===== src/rtl/gtv_pkg.sv =====
// gtv_pkg: shared mode-bit indices and encodings for the game timer/score counter
package gtv_pkg;
    localparam int MODE_SRC = 2;
    localparam int MODE_SAT = 1;
    localparam int MODE_DIR = 0;
    localparam logic SRC_TIMER = 1'b0;
    localparam logic SRC_EVENT = 1'b1;
    localparam logic DIR_UP = 1'b1;
    localparam logic DIR_DOWN = 1'b0;
endpackage


===== src/rtl/gtv_counter_ctl_if.sv =====
// gtv_counter_ctl_if: control/status bundle between the game FSM (master) and the counter (slave)
interface gtv_counter_ctl_if #(parameter int CNT_W = 8);
    logic en;
    logic spd_btn;
    logic spd_clr;
    logic [2:0] mode;
    logic evnt;
    logic load;
    logic [CNT_W-1:0] load_val;
    logic [CNT_W-1:0] limit;
    logic [CNT_W-1:0] count;
    logic tick;
    logic tc;
    modport master (
        output en, spd_btn, spd_clr, mode, evnt, load, load_val, limit,
        input count, tick, tc
    );
    modport slave (
        input en, spd_btn, spd_clr, mode, evnt, load, load_val, limit,
        output count, tick, tc
    );
endinterface


===== src/rtl/gtv_tick_gen.sv =====
// gtv_tick_gen: speed-adjustable tick period generator (accumulator, period adder, base divider)
module gtv_tick_gen #(
    parameter int BASE_DIV = 250000,
    parameter int DIV_W = 25,
    parameter int SPD_W = 29,
    parameter int SPD_SHIFT = 4
) (
    input logic clk,
    input logic rst,
    input logic spd_btn,
    input logic spd_clr,
    output logic tick_int,
    output logic tick
);
    localparam int PW = DIV_W + 1;
    if (PW < SPD_W - SPD_SHIFT + 1) begin : g_width_chk
        $error("gtv_tick_gen: DIV_W+1 too narrow for shifted speed accumulator");
    end
    if (BASE_DIV < 2) begin : g_div_chk
        $error("gtv_tick_gen: BASE_DIV must be at least 2");
    end
    logic [SPD_W-1:0] acc_q, acc_d;
    logic [PW-1:0] div_q, div_d, period;
    logic tick_q, tick_d;
    always_comb begin
        acc_d = spd_clr ? '0 : (spd_btn && !(&acc_q)) ? acc_q + SPD_W'(1) : acc_q;
        period = PW'(BASE_DIV) + PW'(acc_q >> SPD_SHIFT);
        // >= rather than == so a shrinking period wraps at once instead of running the divider round
        tick_int = div_q >= period - PW'(1);
        div_d = tick_int ? '0 : div_q + PW'(1);
        tick_d = tick_int;
    end
    always_ff @(posedge clk or posedge rst) begin
        if (rst) begin
            acc_q <= '0;
            div_q <= '0;
            tick_q <= 1'b0;
        end else begin
            acc_q <= acc_d;
            div_q <= div_d;
            tick_q <= tick_d;
        end
    end
    assign tick = tick_q;
endmodule


===== src/rtl/gtv_counter_ctl.sv =====
// gtv_counter_ctl: up/down wrap/saturate counter stepped by timer ticks or synchronized events,
// with load, enable, programmable limit and a terminal-count pulse.
module gtv_counter_ctl
    import gtv_pkg::*;
#(
    parameter int CNT_W = 8,
    parameter int BASE_DIV = 250000,
    parameter int DIV_W = 25,
    parameter int SPD_W = 29,
    parameter int SPD_SHIFT = 4
) (
    input logic clk,
    input logic rst,
    gtv_counter_ctl_if.slave bus
);
    logic [2:0] sync_q, sync_d;
    logic [CNT_W-1:0] count_q, count_d, nxt;
    logic tc_q, tc_d;
    logic tick_int, tick, ev_edge, step, up, sat, at_term;
    gtv_tick_gen #(
        .BASE_DIV(BASE_DIV),
        .DIV_W(DIV_W),
        .SPD_W(SPD_W),
        .SPD_SHIFT(SPD_SHIFT)
    ) u_tick (
        .clk(clk),
        .rst(rst),
        .spd_btn(bus.spd_btn),
        .spd_clr(bus.spd_clr),
        .tick_int(tick_int),
        .tick(tick)
    );
    always_comb begin
        // two synchronizer stages plus one history stage for edge detection
        sync_d = {sync_q[1:0], bus.evnt};
        ev_edge = sync_q[1] & ~sync_q[2];
        up = bus.mode[MODE_DIR] == DIR_UP;
        sat = bus.mode[MODE_SAT];
        step = bus.en & ((bus.mode[MODE_SRC] == SRC_EVENT) ? ev_edge : tick_int);
        at_term = up ? (count_q >= bus.limit) : (count_q == '0);
        nxt = up ? (at_term ? (sat ? bus.limit : '0) : count_q + CNT_W'(1))
                 : (at_term ? (sat ? '0 : bus.limit) : count_q - CNT_W'(1));
        count_d = bus.load ? bus.load_val : step ? nxt : count_q;
        tc_d = !bus.load && step && at_term;
    end
    always_ff @(posedge clk or posedge rst) begin
        if (rst) begin
            sync_q <= '0;
            count_q <= '0;
            tc_q <= 1'b0;
        end else begin
            sync_q <= sync_d;
            count_q <= count_d;
            tc_q <= tc_d;
        end
    end
    assign bus.count = count_q;
    assign bus.tick = tick;
    assign bus.tc = tc_q;
endmodule


===== src/flat_wrapper.sv =====
// flat-port wrapper written by rule: the top's interface ports become plain ports
module gtv_counter_ctl_flat import gtv_pkg::*;
#(
    parameter int CNT_W = 8,
    parameter int BASE_DIV = 250000,
    parameter int DIV_W = 25,
    parameter int SPD_W = 29,
    parameter int SPD_SHIFT = 4
)
  (clk, rst, bus_en, bus_spd_btn, bus_spd_clr, bus_mode, bus_evnt, bus_load, bus_load_val, bus_limit, bus_count, bus_tick, bus_tc);
  gtv_counter_ctl_if #(.CNT_W(CNT_W)) bus_i ();
  input logic clk;
  input logic rst;
  input wire logic [$bits(bus_i.en)-1:0] bus_en;
  input wire logic [$bits(bus_i.spd_btn)-1:0] bus_spd_btn;
  input wire logic [$bits(bus_i.spd_clr)-1:0] bus_spd_clr;
  input wire logic [$bits(bus_i.mode)-1:0] bus_mode;
  input wire logic [$bits(bus_i.evnt)-1:0] bus_evnt;
  input wire logic [$bits(bus_i.load)-1:0] bus_load;
  input wire logic [$bits(bus_i.load_val)-1:0] bus_load_val;
  input wire logic [$bits(bus_i.limit)-1:0] bus_limit;
  output wire logic [$bits(bus_i.count)-1:0] bus_count;
  output wire logic [$bits(bus_i.tick)-1:0] bus_tick;
  output wire logic [$bits(bus_i.tc)-1:0] bus_tc;
  assign bus_i.en = bus_en;
  assign bus_i.spd_btn = bus_spd_btn;
  assign bus_i.spd_clr = bus_spd_clr;
  assign bus_i.mode = bus_mode;
  assign bus_i.evnt = bus_evnt;
  assign bus_i.load = bus_load;
  assign bus_i.load_val = bus_load_val;
  assign bus_i.limit = bus_limit;
  assign bus_count = bus_i.count;
  assign bus_tick = bus_i.tick;
  assign bus_tc = bus_i.tc;
  gtv_counter_ctl #(.CNT_W(CNT_W), .BASE_DIV(BASE_DIV), .DIV_W(DIV_W), .SPD_W(SPD_W), .SPD_SHIFT(SPD_SHIFT)) u_core (.clk(clk), .rst(rst), .bus(bus_i));
endmodule

===== config.mk =====
export PLATFORM = sky130hd
export DESIGN_NAME = gtv_counter_ctl_flat
export DESIGN_NICKNAME = d
export VERILOG_FILES = /design/src/rtl/gtv_pkg.sv /design/src/rtl/gtv_counter_ctl_if.sv /design/src/rtl/gtv_tick_gen.sv /design/src/rtl/gtv_counter_ctl.sv /design/src/flat_wrapper.sv
export SDC_FILE = /design/constraint.sdc
export NUM_CORES = 1
export LEC_CHECK = 0
export CORE_MARGIN = 1
export CORE_UTILIZATION = 35
export DETAILED_ROUTE_END_ITERATION = 6
export GPL_ROUTABILITY_DRIVEN = 0
export GPL_TIMING_DRIVEN = 0
export SYNTH_ARGS = -nofsm -noshare
export SYNTH_HDL_FRONTEND = slang
export SYNTH_HIERARCHICAL = 1
export SYNTH_SLANG_ARGS = --single-unit

===== constraint.sdc =====
create_clock -name clk -period 6.05 [get_ports clk]
set_clock_uncertainty 0.15 [all_clocks]
set_input_delay 1.5125 -clock clk [delete_from_list [all_inputs] [get_ports clk]]
set_output_delay 1.5125 -clock clk [all_outputs]
set_load 0.02 [all_outputs]

==> flow_metrics.env <==
export IMPL_via_count_of_the_first_global_routing_pass=4825
export IMPL_net_count_after_synthesis=681
export IMPL_cellPowerDensity_mw_per_mm2=184
export IMPL_critPathCaptureType="register"
export IMPL_cts_tree="yes"
export IMPL_area_growth_synth_to_final_pct=16.7
export IMPL_top_fanout_value_on_the_critical_path=9
export IMPL_syn_inst=614
export IMPL_initial_utilization_pct=35.9
export IMPL_detailedPlacementHpwl_mm=10.4
export IMPL_grt_max_degree=30
export IMPL_worst_setup_path_startpoint="u_core/u_tick/acc_q[4]$_DFFE_PP0P_"
export IMPL_final_min_clock_period_ns=5.32
export IMPL_worst_setup_path_start_kind="register"
export IMPL_synthFlopType="sky130_fd_sc_hd__dfrtp_1"
export IMPL_yosysMostFrequentCell="sky130_fd_sc_hd__dfrtp_1"
export IMPL_clock_tree_buffer_depth=2
export IMPL_antennaDiodeCount=0
export IMPL_detail_route_first_pass_iterations=5
export IMPL_status="complete, no violations"
export IMPL_reg_to_reg_startpoint="u_core/u_tick/acc_q[4]$_DFFE_PP0P_"
export IMPL_clk_pin_slew_ns=0.06
export IMPL_whs_path_depth=0
export IMPL_yosysTopAreaCellShare_pct=31.1
export IMPL_final_setup_tns_ns=0
export IMPL_crit_required_ns=6.17
export IMPL_postRouteAntennaNets=0
export IMPL_vdd_ir_drop_worst_v=0.000128
export IMPL_clock_tree_htree_level_count=3
export IMPL_wl_per_cell_um=15.9
export IMPL_cts_resized=0
export IMPL_route_detailed_drc=0
export IMPL_grt_remaining_overflow=0
export IMPL_async_reset_ff_share_pct=100
export IMPL_post_route_cell_area_mm2=0.00639
export IMPL_fp_dieW_um=127
export IMPL_report_power_total_uw=1180
export IMPL_grt_setup_unrepaired="no"
export IMPL_worst_r2r_endpoint="u_core/bus.count[7]$_DFFE_PP0P_"
export IMPL_clock_insertion_delay_at_the_later_pin_of_the_skew_report_ns=0.34
export IMPL_endpoint="u_core/bus.count[7]$_DFFE_PP0P_"
export IMPL_commonest_cells_in_the_netlist="sky130_fd_sc_hd__dfrtp_1 (68), sky130_fd_sc_hd__ha_1 (41), sky130_fd_sc_hd__nor3_1 (39)"
export IMPL_drive_above_1_share_pct=10.6
export IMPL_path_class_of_the_lowest_slack_min_delay_path="reg -> reg"
export IMPL_setup_viol=0
export IMPL_cp_arrival_ns=5.45
export IMPL_synth_area_leaders="sky130_fd_sc_hd__dfrtp_1 (31%), sky130_fd_sc_hd__ha_1 (9.4%), sky130_fd_sc_hd__xnor2_1 (5.1%)"
export IMPL_final_max_slew_viol_count=0
export IMPL_final_min_period_over_clock_period_pct=88.0
export IMPL_yosysSeqAreaShare_pct=31.1
export IMPL_synthDistinctLibCells=82
export IMPL_r2r_setup_slack_ns=0.73
export IMPL_tightestPinTransition_ns=0.816
export IMPL_io_pin_count=36
export IMPL_die_height_um=127
export IMPL_criticalPathCategory="reg -> reg"
export IMPL_synth_enable_flop_cells=0
export IMPL_timing_slew_headroom_pct=45.6
export IMPL_synth_seq_cells=68
export IMPL_wire_length_of_the_first_global_routing_pass_mm=23.2
export IMPL_core_area_mm2=0.0153
export IMPL_worstRegToRegCells=19
export IMPL_cts_setup_buffers=0
export IMPL_postRouteWirelength_mm=13.9
export IMPL_antenna_violations_before_repair=0
export IMPL_port_buffer_cells=34
export IMPL_postPlaceCellArea_mm2=0.00610
export IMPL_yosysTopAreaCell="sky130_fd_sc_hd__dfrtp_1"
export IMPL_final_net_count=727
export IMPL_post_drt_via_cell_ratio=5.63
export IMPL_post_synth_cell_area_avg_um2=8.92
export IMPL_placement_rows=45
export IMPL_netlist_area_mm2=0.00548
export IMPL_dr_first_iter_drc_count=328
export IMPL_achievable_frequency_ghz=0.188
export IMPL_number_of_hold_violations_in_the_final_report=0
export IMPL_post_cts_hold_buffer_count=0
export IMPL_dr_total_vias=4921
export IMPL_cts_made_buffers=9
export IMPL_cts_root_buf="sky130_fd_sc_hd__clkbuf_16"
export IMPL_max_cap_violations=0
export IMPL_grtUsageTotal_pct=18.0
export IMPL_power_static_leakage_uw=0.00263
export IMPL_fp_dieArea_mm2=0.0162
export IMPL_synthesis_yosys_warnings=6
export IMPL_numClockSinks=68
[area by class of cell]
type                    count  area (um^2)
well taps                 211          264
clock buffers              12          256
flip-flops and latches     68         1700
plain buffers              33          169
repair buffers             35          360
inverters                  26         97.6
clock inverters             2         35.0
fillers                  1519         8860
multi-input cells         487         3510
[kinds of logic (layout without fill, tap and decap cells)]
logic type      Yosys count  after routing  share of synthesized area [%]
mux                      10             10                           2.06
xor+xnor                 59             59                           9.43
flops                    68             68                           31.1
buf+inv                  59            108                           4.87
compound gates          124            124                           16.5
simple gates            253            253                           26.7
fa+ha+maj                41             41                           9.36
[where the power goes]
part           internal, uW  switching [uW]
Clock                   337             198
Combinational          76.2            93.8
Sequential              463            10.9
[worst min-delay path by stage]
stage          slack, ns                  startpoint                         end
3_5_place_dp        0.20  u_core/sync_q[0]$_DFF_PP0_  u_core/sync_q[1]$_DFF_PP0_
3_3_place_gp        0.20  u_core/sync_q[0]$_DFF_PP0_  u_core/sync_q[1]$_DFF_PP0_
2_1_floorplan       0.18  u_core/sync_q[0]$_DFF_PP0_  u_core/sync_q[1]$_DFF_PP0_
5_1_grt             0.21  u_core/sync_q[0]$_DFF_PP0_  u_core/sync_q[1]$_DFF_PP0_
4_1_cts             0.21  u_core/sync_q[0]$_DFF_PP0_  u_core/sync_q[1]$_DFF_PP0_
6_report            0.21  u_core/sync_q[0]$_DFF_PP0_  u_core/sync_q[1]$_DFF_PP0_
[critical path, cell delays in order (launching register included)]
cell and delay (ns):
sky130_fd_sc_hd__dfrtp_1 0.44, sky130_fd_sc_hd__inv_1 0.11, sky130_fd_sc_hd__ha_1 0.17, sky130_fd_sc_hd__or3b_1 0.42, sky130_fd_sc_hd__a21oi_2 0.25, sky130_fd_sc_hd__nor2_1 0.18, sky130_fd_sc_hd__nor4b_1 0.31, sky130_fd_sc_hd__a211oi_1 0.10
sky130_fd_sc_hd__ha_1 0.33, sky130_fd_sc_hd__nand4_1 0.13, sky130_fd_sc_hd__nor4_1 0.40, sky130_fd_sc_hd__nand3_1 0.16, sky130_fd_sc_hd__a21oi_1 0.66, sky130_fd_sc_hd__or2_2 0.26, sky130_fd_sc_hd__nor2b_1 0.17, sky130_fd_sc_hd__o21ai_0 0.16
sky130_fd_sc_hd__nand2b_1 0.27, sky130_fd_sc_hd__nor4_1 0.37, sky130_fd_sc_hd__o21ai_0 0.12, sky130_fd_sc_hd__nand4_1 0.10
[metrics by stage]
| step | utilization [%] | worst slack [ns] | hold WS [ns] | std cells |
|---|---|---|---|---|
| detailed placement | 40.0 | 0.761 | 0.197 | 860 |
| finish | 41.9 | 0.725 | 0.210 | 874 |
| global route | 41.9 | 0.246 | 0.214 | 874 |
| CTS | 41.9 | 0.736 | 0.214 | 874 |
| global placement | 39.9 | 0.767 | 0.196 | 859 |
| floorplan | - | 1.76 | 0.181 | 614 |
[cell usage in the layout, fill, tap and decap left out, types with 5 or more instances in the layout]
cell / instances
sky130_fd_sc_hd__a21oi_1: 37
sky130_fd_sc_hd__a211oi_1: 9
sky130_fd_sc_hd__nand2_1: 38
sky130_fd_sc_hd__nor3_1: 39
sky130_fd_sc_hd__o31ai_1: 9
sky130_fd_sc_hd__buf_2: 9
sky130_fd_sc_hd__nor4_1: 7
sky130_fd_sc_hd__or3_1: 13
sky130_fd_sc_hd__dfrtp_1: 68
sky130_fd_sc_hd__buf_4: 7
sky130_fd_sc_hd__ha_1: 41
sky130_fd_sc_hd__and3_1: 11
sky130_fd_sc_hd__clkbuf_16: 9
sky130_fd_sc_hd__clkdlybuf4s50_1: 34
sky130_fd_sc_hd__nand3_1: 32
sky130_fd_sc_hd__a22oi_1: 5
sky130_fd_sc_hd__clkbuf_1: 15
sky130_fd_sc_hd__or4_1: 10
sky130_fd_sc_hd__mux2i_1: 6
sky130_fd_sc_hd__and2_1: 5
sky130_fd_sc_hd__xnor2_1: 32
sky130_fd_sc_hd__xor2_1: 27
sky130_fd_sc_hd__nand4_1: 17
sky130_fd_sc_hd__o21ai_0: 17
sky130_fd_sc_hd__nor2_1: 36
sky130_fd_sc_hd__inv_1: 24
[registers in the layout (all words and copies together) (netlist names)]
register and cells:
u_core/bus.count 8, u_core/bus.tc 1, u_core/u_tick/tick 1, u_core/u_tick/div_q 26, u_core/sync_q 3, u_core/u_tick/acc_q 29
[per-layer routing]
metal | track usage (%) | wire length, um
met1 | 23.2 | 6480
met2 | 30.4 | 6750
met3 | 3.02 | 470
met4 | 6.72 | 188
met5 | 0 | 0
(Power assumes the default switching activity.)
==> RTL edit 1, RTL diff (config.mk and constraints unchanged) <==
Make the reset (`rst`) synchronous in 2 clocked blocks.
--- a/src/rtl/gtv_tick_gen.sv
+++ b/src/rtl/gtv_tick_gen.sv
@@ -32,3 +32,3 @@
     end
-    always_ff @(posedge clk or posedge rst) begin
+    always_ff @(posedge clk) begin
         if (rst) begin
--- a/src/rtl/gtv_counter_ctl.sv
+++ b/src/rtl/gtv_counter_ctl.sv
@@ -45,3 +45,3 @@
     end
-    always_ff @(posedge clk or posedge rst) begin
+    always_ff @(posedge clk) begin
         if (rst) begin
Function: differs if rst is asserted again (counterexample within 4 cycles, from zero or initial values and one cycle with rst high); with rst held inactive, the same outputs for 10 cycles.
==> RTL edit 1 against the unedited design <==
Sequential cell count is the same. Power shrank 6.1%. Synthesized area shrank 6.1%. Highest routed layer unchanged. Core utilization grew 0.46 points. Count of clock-buffer cells in the layout grew 1. Setup slack lost 0.15 ns. Wire length shrank 3.4%. Global-route usage grew 0.70 points. Via count shrank 2.6%. Design area shrank 6.6%.
==> RTL edit 1: results <==
metrics = {
    "finish": {
        "layout-drive-gt1-share_pct": 8.60,
        "finalNetCount": 749,
        "area_growth_pct": 16.1,
        "fillCellCount": 1436,
    },
    "synthesis": {
        "synthTopCellsByArea": "dfxtp_1 (26%), ha_1 (10%), xnor2_1 (6.5%)",
        "ys.flop_type": "dfxtp_1",
        "synth_seq_area_share_pct": 26.5,
        "syn-num-nets": 705,
        "synthArstFlopShare_pct": 0,
        "synth.distinct_cells": 70,
        "synth_common_cells": "dfxtp_1 (68), nand2_1 (49), nor3_1 (48)",
    },
    "hold_path": {
        "hold-path-endpoint": "u_core/sync_q[1]",
        "min_path_cells": 1,
        "worstHoldStart": "u_core/sync_q[0]",
    },
    "pwr": {
        "p_leak_nw": 2.17,
        "vdd_drop_max_v": 0.000134,
        "p_sw_share_pct": 26.0,
    },
    "global_routing": {
        "grt_max_degree": 12,
        "grtUsageTotal_pct": 18.7,
        "first_global_vias": 4495,
    },
    "drt": {
        "drt_iter0_markers": 404,
        "routed_wl_mm": 13.4,
    },
    "placement": {
        "hpwl_mm": 10.1,
        "place_area_um2": 5700,
        "portBuffers": 33,
    },
    "timing": {
        "tightest_slew_ns": 0.840,
    },
    "worst_setup_path": {
        "crit-reg2reg-launch": "u_core/u_tick/acc_q[4]",
        "reg2reg_slack_ns": 0.57,
        "regToRegEndpoint": "u_core/bus.count[4]",
        "arrival_ns": 5.55,
        "crit_fanout": 10,
        "worstRegToRegCells": 20,
    },
    "status": {
        "status": "finished, final reports clean",
    },
}
## RTL edit 1: worst max path at each step
| stage | startpoint | endpoint | slack [ns] | cells after the start |
|---|---|---|---|---|
| finish | u_core/u_tick/acc_q[4] | u_core/bus.count[4] | 0.57 | 20 |
| global placement | u_core/u_tick/acc_q[4] | u_core/bus.count[4] | 0.77 | 20 |
| CTS | u_core/u_tick/acc_q[4] | u_core/bus.count[4] | 0.62 | 20 |
| detailed placement | u_core/u_tick/acc_q[4] | u_core/bus.count[4] | 0.65 | 20 |
| global route | u_core/u_tick/acc_q[4] | u_core/bus.count[6] | 0.09 | 20 |
| floorplan | u_core/u_tick/acc_q[4] | u_core/bus.count[4] | 1.59 | 20 |
## RTL edit 1: layout make-up
class,count,area share (%)
buffer,35,3.19
clock buffer,13,4.36
clock inverter,2,0.168
inverter,25,1.57
multi-input combinational,510,58.6
sequential,68,22.8
tap,180,3.77
timing repair buffer,33,5.53
## RTL edit 1: layer usage
layer | part of all wire, % | vias up | global-route usage [%]
met5 | 0 | - | 0
met4 | 0.93 | 0 | 4.89
met3 | 4.2 | 11 | 2.91
met2 | 46 | 99 | 29.9
met1 | 49 | 2243 | 26.1
li1 | - | 2442 | -
## RTL edit 1: worst max-delay path: stages (launching register included)
cell	delay, ns
dfxtp_1	0.47
inv_1	0.17
ha_1	0.25
or3b_1	0.24
a41oi_2	0.21
o21bai_1	0.43
nand2_1	0.21
a311oi_1	0.39
ha_1	0.30
nand4_1	0.14
nor4_1	0.11
a21boi_0	0.13
o31a_1	0.11
buf_2	0.19
or2_2	0.28
nor2b_1	0.14
o21ai_0	0.60
a21oi_1	0.15
o21ai_0	0.11
o21ba_1	0.20
a2111oi_2	0.38
## RTL edit 1: cell families after synthesis
kind of cell | synth area share [%]
buf+inv | 5.52
fa+ha+maj | 9.97
xor+xnor | 9.36
compound gates | 18.4
simple gates | 29.5
flops | 26.5
mux | 0.803
## RTL edit 1: metrics by stage
stage / setup slack [ns] / cells / hold WS (ns)
floorplan: 1.59 / 638 / 0.264
global placement: 0.767 / 851 / 0.283
detailed placement: 0.649 / 851 / 0.279
CTS: 0.618 / 866 / 0.300
global route: 0.0871 / 866 / 0.331
finish: 0.571 / 866 / 0.294
## RTL edit 1: power groups by stage
stage,combinational [W],sequential [W],clock [W]
finish,0.000152,0.000468,0.000487
global route,0.000165,0.000469,0.000518
CTS,0.000151,0.000467,0.000504
global placement,0.000147,0.000477,0
floorplan,0.0000927,0.000478,0
detailed placement,0.000150,0.000477,0
==> RTL edit 2, RTL diff (same settings) <==
Without the edit above. `DIV_W` is set to 25 in 3 places; all go to 50.
--- a/src/rtl/gtv_tick_gen.sv
+++ b/src/rtl/gtv_tick_gen.sv
@@ -3,3 +3,3 @@
     parameter int BASE_DIV = 250000,
-    parameter int DIV_W = 25,
+    parameter int DIV_W = 50,
     parameter int SPD_W = 29,
--- a/src/rtl/gtv_counter_ctl.sv
+++ b/src/rtl/gtv_counter_ctl.sv
@@ -7,3 +7,3 @@
     parameter int BASE_DIV = 250000,
-    parameter int DIV_W = 25,
+    parameter int DIV_W = 50,
     parameter int SPD_W = 29,
--- a/src/flat_wrapper.sv
+++ b/src/flat_wrapper.sv
@@ -5,3 +5,3 @@
     parameter int BASE_DIV = 250000,
-    parameter int DIV_W = 25,
+    parameter int DIV_W = 50,
     parameter int SPD_W = 29,
Behaviour: no difference found for any inputs over 10 cycles, from zero or initial values and one cycle with rst high; that may be too few to reach the edited logic, so the function may still have changed.
==> RTL edit 2 against the unedited design <==
Sequential cell count rose by 25. Highest routed layer unchanged. Synthesized area rose by 9.2%. Fmax shrank 4.5%. Sequential share of layout area grew 6.7 points. Setup slack worse by 0.25 ns. Largest power group is now registers. Die area up 9.1%. Design area up 9.4%. Critical endpoint unchanged. Power up 19%. Synthesized cell count grew 0.81%. Wire length fell by 2.4%.
==> RTL edit 2: results <==
metrics = {
    "pwr": {
        "vdd_drop_max_v": 0.000148,
        "combPwrFrac_pct": 13.6,
        "intPower_w": 0.00102,
    },
    "status": {
        "status": "finished, final reports clean",
    },
    "drt": {
        "drt_iter0_markers": 325,
        "routed_wl_mm": 13.5,
        "vias_per_cell": 5.21,
    },
    "finish": {
        "layout-drive-gt1-share_pct": 11.4,
        "fillCellCount": 1633,
        "top_register": "u_core/u_tick/div_q",
        "finalNetCount": 754,
        "largest_register_ff_count": 51,
    },
    "timing": {
        "slew-limit-headroom_pct": 38.5,
    },
    "synthesis": {
        "synth_seq_area_share_pct": 38.9,
        "yosys-mux-area-fraction_pct": 1.51,
        "synth_compound_area_share_pct": 11.3,
        "synth.distinct_cells": 72,
    },
    "worst_setup_path": {
        "reg2reg_slack_ns": 0.47,
        "crit_fanout": 10,
        "max_stage_delay_ns": 0.45,
        "arrival_ns": 5.66,
        "worstRegToRegCells": 21,
        "cp_slowest_cell": "dfrtp_1",
        "cp-startpoint": "u_core/u_tick/acc_q[5]",
    },
    "global_routing": {
        "grt_pass1_wl_mm": 23.0,
        "grt_max_degree": 73,
    },
    "placement": {
        "place_inst": 896,
        "hpwl_mm": 10.1,
    },
}
RTL edit 2: worst register-to-register path, stage by stage (launching register included):
cell and delay, ns:
dfrtp_1 0.45, inv_1 0.15, ha_1 0.20, nor3b_1 0.39
o21ba_2 0.25, o21bai_1 0.10, a21oi_1 0.37, nor3_1 0.12
xnor2_1 0.24, ha_1 0.29, a21o_2 0.20, a2111oi_2 0.35
nand4_1 0.17, a31oi_1 0.23, o21ai_2 0.20, or2_2 0.39
nor2b_1 0.16, o211a_1 0.34, nand2b_1 0.27, nor4_1 0.09
o2111ai_1 0.21, nand4_1 0.11
RTL edit 2: final cells by class:
cell class | instances | share of cell area, %
timing repair buffer | 34 | 5.12
tap | 220 | 3.94
buffer | 27 | 1.97
sequential | 93 | 33.3
inverter | 20 | 1.11
multi-input combinational | 502 | 50.4
clock inverter | 6 | 0.733
clock buffer | 10 | 3.42
RTL edit 2: per-layer routing:
layer | up-vias | wire length (µm) | track usage [%]
li1 | 2339 | - | -
met1 | 2305 | 6300 | 21.1
met2 | 95 | 6580 | 27.1
met3 | 12 | 523 | 3.33
met4 | 0 | 148 | 4.92
met5 | - | 0 | 0
RTL edit 2: kinds of logic (layout without fill, tap and decap cells):
logic type      Yosys count  count (layout)
compound gates           93              93
flops                    93              93
buf+inv                  47              97
fa+ha+maj                41              41
simple gates            259             259
xor+xnor                 77              77
mux                       8               8
other cells               1              24
RTL edit 2: through the flow:
step                total power [W]  cell area, µm²  hold WS (ns)  setup WS [ns]
global placement           0.000850            6670         0.184          0.618
finish                      0.00140            6990         0.200          0.475
CTS                         0.00142            6990         0.207          0.524
floorplan                  0.000790            6070         0.181           1.52
global route                0.00146            6990         0.217          0.191
detailed placement         0.000856            6700         0.191          0.565
